--- src/rtl/word_serializer_if.sv ---
// word_serializer_if
//
// Bundles the parallel word handshake and the serial output line of the
// word serializer so the producer, the serializer and a bench can share
// one connection.
//
//   in_valid  producer offers the word on `in`
//   in        parallel word (DATA_WIDTH bits)
//   in_ready  serializer accepts `in` this cycle
//   ser_out   current serial bit
//   ser_valid ser_out carries a valid bit
//   ser_last  final bit of a word is on ser_out
//   busy      a word is in flight
//
// The slave modport is the serializer's view; the master modport is the
// producer/consumer side.
interface word_serializer_if #(
    parameter int DATA_WIDTH = 16
);
    logic                  in_valid;
    logic [DATA_WIDTH-1:0] in;
    logic                  in_ready;
    logic                  ser_out;
    logic                  ser_valid;
    logic                  ser_last;
    logic                  busy;

    modport slave (
        input  in_valid,
        input  in,
        output in_ready,
        output ser_out,
        output ser_valid,
        output ser_last,
        output busy
    );

    modport master (
        output in_valid,
        output in,
        input  in_ready,
        input  ser_out,
        input  ser_valid,
        input  ser_last,
        input  busy
    );
endinterface

--- src/rtl/word_serializer.sv ---
// word_serializer
//
// Parallel-to-serial transmitter. A DATA_WIDTH-bit word is taken through a
// valid/ready handshake and shifted out one bit at a time, each bit held
// for BIT_CYCLES clocks. A new word can be accepted on the final cycle of
// the current one, so words stream with no idle gap.
//
//   clk    system clock, all state changes on the rising edge
//   rst    synchronous active-high reset
//   flush  synchronous abort of the word in flight
//   bus    word_serializer_if.slave: in_valid/in/in_ready handshake and
//          ser_out/ser_valid/ser_last/busy serial outputs
module word_serializer #(
    parameter int DATA_WIDTH = 16,
    parameter int BIT_CYCLES = 1,
    parameter bit MSB_FIRST  = 1'b1
) (
    input  logic             clk,
    input  logic             rst,
    input  logic             flush,
    word_serializer_if.slave bus
);
    localparam int BW = $clog2(DATA_WIDTH);
    localparam int CW = (BIT_CYCLES > 1) ? $clog2(BIT_CYCLES) : 1;
    localparam logic [BW-1:0] LAST_BIT = BW'(DATA_WIDTH - 1);
    localparam logic [CW-1:0] LAST_CYC = CW'(BIT_CYCLES - 1);

    typedef enum logic {IDLE, SHIFT} state_e;

    state_e                state_q, state_d;
    logic [DATA_WIDTH-1:0] sh_q, sh_d;
    logic [BW-1:0]         bit_cnt_q, bit_cnt_d;
    logic [CW-1:0]         cyc_cnt_q, cyc_cnt_d;
    logic                  ser_out_q, ser_out_d;
    logic                  ser_valid_q, ser_valid_d;
    logic                  ser_last_q, ser_last_d;

    logic                  final_cycle;
    logic                  in_ready;
    logic                  accept;
    logic [DATA_WIDTH-1:0] sh_shifted;
    logic                  in_end_bit;
    logic [BW-1:0]         bit_cnt_inc;

    // The last clock of the last bit of a word; the only SHIFT cycle in
    // which the next word may be taken.
    assign final_cycle = (state_q == SHIFT) && (bit_cnt_q == LAST_BIT) &&
                         (cyc_cnt_q == LAST_CYC);

    // Ready depends only on state, rst and flush, never on in_valid.
    assign in_ready = !rst && !flush && ((state_q == IDLE) || final_cycle);
    assign accept   = bus.in_valid && in_ready;

    assign bit_cnt_inc = bit_cnt_q + 1'b1;

    // Move the word one place toward the output end, zero-filling behind,
    // and pick the bit that sits at the output end of an incoming word.
    always_comb begin
        if (MSB_FIRST) begin
            sh_shifted = {sh_q[DATA_WIDTH-2:0], 1'b0};
            in_end_bit = bus.in[DATA_WIDTH-1];
        end else begin
            sh_shifted = {1'b0, sh_q[DATA_WIDTH-1:1]};
            in_end_bit = bus.in[0];
        end
    end

    // Next-state logic: flush beats accept, accept beats shifting.
    // rst is handled in the register process and beats everything.
    always_comb begin
        state_d     = state_q;
        sh_d        = sh_q;
        bit_cnt_d   = bit_cnt_q;
        cyc_cnt_d   = cyc_cnt_q;
        ser_out_d   = ser_out_q;
        ser_valid_d = ser_valid_q;
        ser_last_d  = ser_last_q;

        if (flush) begin
            state_d     = IDLE;
            sh_d        = '0;
            bit_cnt_d   = '0;
            cyc_cnt_d   = '0;
            ser_out_d   = 1'b0;
            ser_valid_d = 1'b0;
            ser_last_d  = 1'b0;
        end else if (accept) begin
            state_d     = SHIFT;
            sh_d        = bus.in;
            bit_cnt_d   = '0;
            cyc_cnt_d   = '0;
            ser_out_d   = in_end_bit;
            ser_valid_d = 1'b1;
            ser_last_d  = 1'b0;
        end else if (state_q == SHIFT) begin
            if (final_cycle) begin
                state_d     = IDLE;
                ser_out_d   = 1'b0;
                ser_valid_d = 1'b0;
                ser_last_d  = 1'b0;
            end else if (cyc_cnt_q != LAST_CYC) begin
                cyc_cnt_d = cyc_cnt_q + 1'b1;
            end else begin
                cyc_cnt_d  = '0;
                bit_cnt_d  = bit_cnt_inc;
                sh_d       = sh_shifted;
                ser_out_d  = MSB_FIRST ? sh_shifted[DATA_WIDTH-1] : sh_shifted[0];
                ser_last_d = (bit_cnt_inc == LAST_BIT);
            end
        end else begin
            ser_out_d   = 1'b0;
            ser_valid_d = 1'b0;
            ser_last_d  = 1'b0;
        end
    end

    // State register with synchronous reset.
    always_ff @(posedge clk) begin
        if (rst) begin
            state_q     <= IDLE;
            sh_q        <= '0;
            bit_cnt_q   <= '0;
            cyc_cnt_q   <= '0;
            ser_out_q   <= 1'b0;
            ser_valid_q <= 1'b0;
            ser_last_q  <= 1'b0;
        end else begin
            state_q     <= state_d;
            sh_q        <= sh_d;
            bit_cnt_q   <= bit_cnt_d;
            cyc_cnt_q   <= cyc_cnt_d;
            ser_out_q   <= ser_out_d;
            ser_valid_q <= ser_valid_d;
            ser_last_q  <= ser_last_d;
        end
    end

    assign bus.in_ready  = in_ready;
    assign bus.ser_out   = ser_out_q;
    assign bus.ser_valid = ser_valid_q;
    assign bus.ser_last  = ser_last_q;
    assign bus.busy      = (state_q == SHIFT);
endmodule
--- src/flat_wrapper.sv ---
// flat-port wrapper written by rule: the top's interface ports become plain ports
module word_serializer_flat 
#(
    parameter int DATA_WIDTH = 16,
    parameter int BIT_CYCLES = 1,
    parameter bit MSB_FIRST  = 1'b1
)
  (clk, rst, flush, bus_in_valid, bus_in, bus_in_ready, bus_ser_out, bus_ser_valid, bus_ser_last, bus_busy);
  word_serializer_if #(.DATA_WIDTH(DATA_WIDTH)) bus_i ();
  input  logic clk;
  input  logic rst;
  input  logic flush;
  input wire logic [$bits(bus_i.in_valid)-1:0] bus_in_valid;
  input wire logic [$bits(bus_i.in)-1:0] bus_in;
  output wire logic [$bits(bus_i.in_ready)-1:0] bus_in_ready;
  output wire logic [$bits(bus_i.ser_out)-1:0] bus_ser_out;
  output wire logic [$bits(bus_i.ser_valid)-1:0] bus_ser_valid;
  output wire logic [$bits(bus_i.ser_last)-1:0] bus_ser_last;
  output wire logic [$bits(bus_i.busy)-1:0] bus_busy;
  assign bus_i.in_valid = bus_in_valid;
  assign bus_i.in = bus_in;
  assign bus_in_ready = bus_i.in_ready;
  assign bus_ser_out = bus_i.ser_out;
  assign bus_ser_valid = bus_i.ser_valid;
  assign bus_ser_last = bus_i.ser_last;
  assign bus_busy = bus_i.busy;
  word_serializer #(.DATA_WIDTH(DATA_WIDTH), .BIT_CYCLES(BIT_CYCLES), .MSB_FIRST(MSB_FIRST)) u_core (.clk(clk), .rst(rst), .flush(flush), .bus(bus_i));
endmodule
--- config.mk ---
export PLATFORM = sky130hd
export DESIGN_NAME = word_serializer_flat
export DESIGN_NICKNAME = d
export VERILOG_FILES = /design/src/rtl/word_serializer_if.sv /design/src/rtl/word_serializer.sv /design/src/flat_wrapper.sv
export SDC_FILE = /design/constraint.sdc
export NUM_CORES = 1
export LEC_CHECK = 0
export BUFFER_PORTS_ARGS = -buffer_cell sky130_fd_sc_hd__buf_4
export CORE_UTILIZATION = 40
export CTS_BUF_LIST = sky130_fd_sc_hd__clkbuf_4 sky130_fd_sc_hd__clkbuf_8 sky130_fd_sc_hd__clkbuf_16
export CTS_CLUSTER_DIAMETER = 80
export DETAILED_ROUTE_END_ITERATION = 12
export MAX_ROUTING_LAYER = met4
export PLACE_DENSITY = 0.71
export SKIP_LAST_GASP = 1
export SLEW_MARGIN = 20
export SYNTH_ARGS = -nofsm -noshare
export SYNTH_HDL_FRONTEND = slang
export SYNTH_SLANG_ARGS = --single-unit
--- constraint.sdc ---
create_clock -name clk -period 2.87 [get_ports clk]
set_input_delay 0.1435 -clock clk [delete_from_list [all_inputs] [get_ports clk]]
set_output_delay 0.1435 -clock clk [all_outputs]
set_load 0.1 [all_outputs]
==> flow_summary.ini <==
[setup_path]
start_kind = flop
r2r_cells = 5
arrival_ps = 1800
crit_required_ps = 2730
r2r_slack_ps = 1130
critPathMaxFanout = 6
worstSetupPathType = reg2out
cp-end-kind = output pin

[sta]
finClkSkew_ps = 1.363
setup_viol = 0
fmax_ghz = 0.5152
slew_violations = 0
setup_tns_ps = 0
slew_headroom_pct = 55.53
final-hold-violation-count = 0
worst_pin_slew_ps = 664.6
finalCriticalPeriod_ps = 1941
fin_crit_sh_pct = 67.62
grt_setup_unrepaired = false
fin_ws_ps = 929.2

[cts]
post_cts_buffers = 0
worstSkewPairLatency_ps = 310
clkTransAtPathRegs_ps = 130
cts_hold_buf = 0
cts_resized = 0
clock_sinks = 23
h-tree-depth = 1
numCtsBuffers = 3
cts_tree = built
cts_root_buf = clkbuf_4
clockBufferDepth = 2

[yosys]
synth-main-ff-cell = dfxtp_1
synth_top_area_share_pct = 41.30
async_reset_ff_share_pct = 0
ys_top_cells_by_area = dfxtp_1 41%, mux2i_1 14%, a211oi_2 13%, nor2_1 7.4%, buf_6 3.0%
synth.distinct_cells = 27
synth_nets = 134
synth_top_area_cell = dfxtp_1
synthTopCellsByCount = 23 x dfxtp_1, 22 x nor2_1, 16 x mux2i_1
synth_edf_count = 0
synth-seq-area-share_pct = 41.30
yosysWarnings = 0
synthesis.area_mm2 = 0.001115
avgSynthCellArea_um2 = 9.954
postSynthCellCount = 112
synth_seq_cells = 23
yosysMostFrequentCell = dfxtp_1

[pwr]
ir_worst_vdd_mv = 0.3495
leakage_nw = 0.5609
p_per_area_mw_per_mm2 = 452.5

[floorplanning]
dieArea_mm2 = 0.003002
rows = 18
core_region_area_mm2 = 0.002545
start_util_pct = 43.81
fp.dieW_um = 54.79
die_h_um = 54.79
io_pins = 25

[placement]
post-place-ws_ps = 1166
hpwlAfterDp_um = 1348
io_buffers = 24
gp_congestion = 0.7215
place_area_mm2 = 0.001270

[final_layout]
fill_cells = 243
area_growth_pct = 16.39
final_nets = 155
drive_gt1_share_pct = 33.33
fin_area_mm2 = 0.001297
num_antenna_cells = 0
final_util_pct = 50.98

[min_path]
hp-class = in2reg
hold_depth = 3

[global_routing]
overflow = 0
grt_max_degree = 34
grt_pass1_wl_um = 3174
antenna_found_initial = 0
grt_util_all_layers_pct = 15.33
grt_pass1_vias = 729

[detailed_routing]
wl_per_cell_um = 11.93
drt_iter0_drc = 7
viasPerCell = 5.099
ant_nets = 0
vias = 826
drc = 0
wirelength_um = 1933
drt_pass1_iterations = 4

[flow_run]
maxCapViolCount = 0

[status]
status = complete, no violations
## cell families after synthesis
logic type / count (synthesis) / synth area share, %
muxes: 16 / 14.37
AOI/OAI and AO/OA: 21 / 18.29
buffers and inverters: 10 / 6.284
xor gates and xnor gates: 2 / 1.572
and+or+nand+nor: 38 / 15.94
adders and majority gates: 2 / 2.244
DFF: 23 / 41.30
## stage by stage
stage                     power [mW]  std cells  hold WS (ps)
after CTS                     0.5967        162         71.01
after detailed placement      0.4440        158         429.3
after global routing          0.6128        162         89.28
final                         0.5871        162         83.54
after global placement        0.4416        158         422.9
after floorplan               0.4172        112         309.6
## where the power goes
group / switching [mW] / total (mW) / internal, mW
clock network: 0.0991 / 0.151 / 0.0521
logic: 0.0576 / 0.0987 / 0.0410
registers: 0.00664 / 0.337 / 0.331
## state kept, by name, indices dropped and copies added, names as in the netlist
register / cells
u_core.bus.ser_out: 1
u_core.bit_cnt_q: 4
u_core.bus.ser_last: 1
u_core.sh_q: 15
u_core.bus.ser_valid: 1
u_core.bus.busy: 1
## critical path, cell delays in order (launching register included)
cell	delay, ps
dfxtp_1	420
ha_1	260
nand3_2	120
and2_1	250
nor2_1	130
buf_4	300
## metal layers
metal  GRT usage [%]  part of all wire, %
met3           5.278                  5.9
met2           25.90                   47
met5               -                    0
met1           17.09                   47
met4           3.846                 0.47
## layout make-up
type	instances	area [µm²]	area share [%]
multi-input cells	79	584.3	45.03
flip-flops and latches	23	460.4	35.49
repair buffers	24	180.2	13.89
well taps	30	37.54	2.893
clock buffers	3	22.52	1.736
inverters	2	7.507	0.5786
clock inverters	1	5.005	0.3857
## path summary, 6_finish.rpt
kind / startpoint / end
setup / recovery: u_core.bit_cnt_q[1] / bus_in_ready
hold / removal: rst / u_core.bit_cnt_q[1]
setup reg to reg: u_core.bit_cnt_q[1] / u_core.sh_q[12]
hold reg to reg: u_core.bus.ser_valid / u_core.bus.ser_valid
## cells in the final DEF, fill, tap and decap left out, types with 2 or more instances in the layout
| cell type | n |
|---|---|
| clkbuf_4 | 3 |
| nand3_1 | 3 |
| inv_1 | 2 |
| mux2i_1 | 16 |
| buf_4 | 24 |
| a211oi_2 | 12 |
| nand2_1 | 5 |
| nor2_1 | 22 |
| ha_1 | 2 |
| dfxtp_1 | 23 |
| a211oi_1 | 2 |
| a21oi_1 | 4 |
Note: power is estimated with default switching activity, not from simulation.
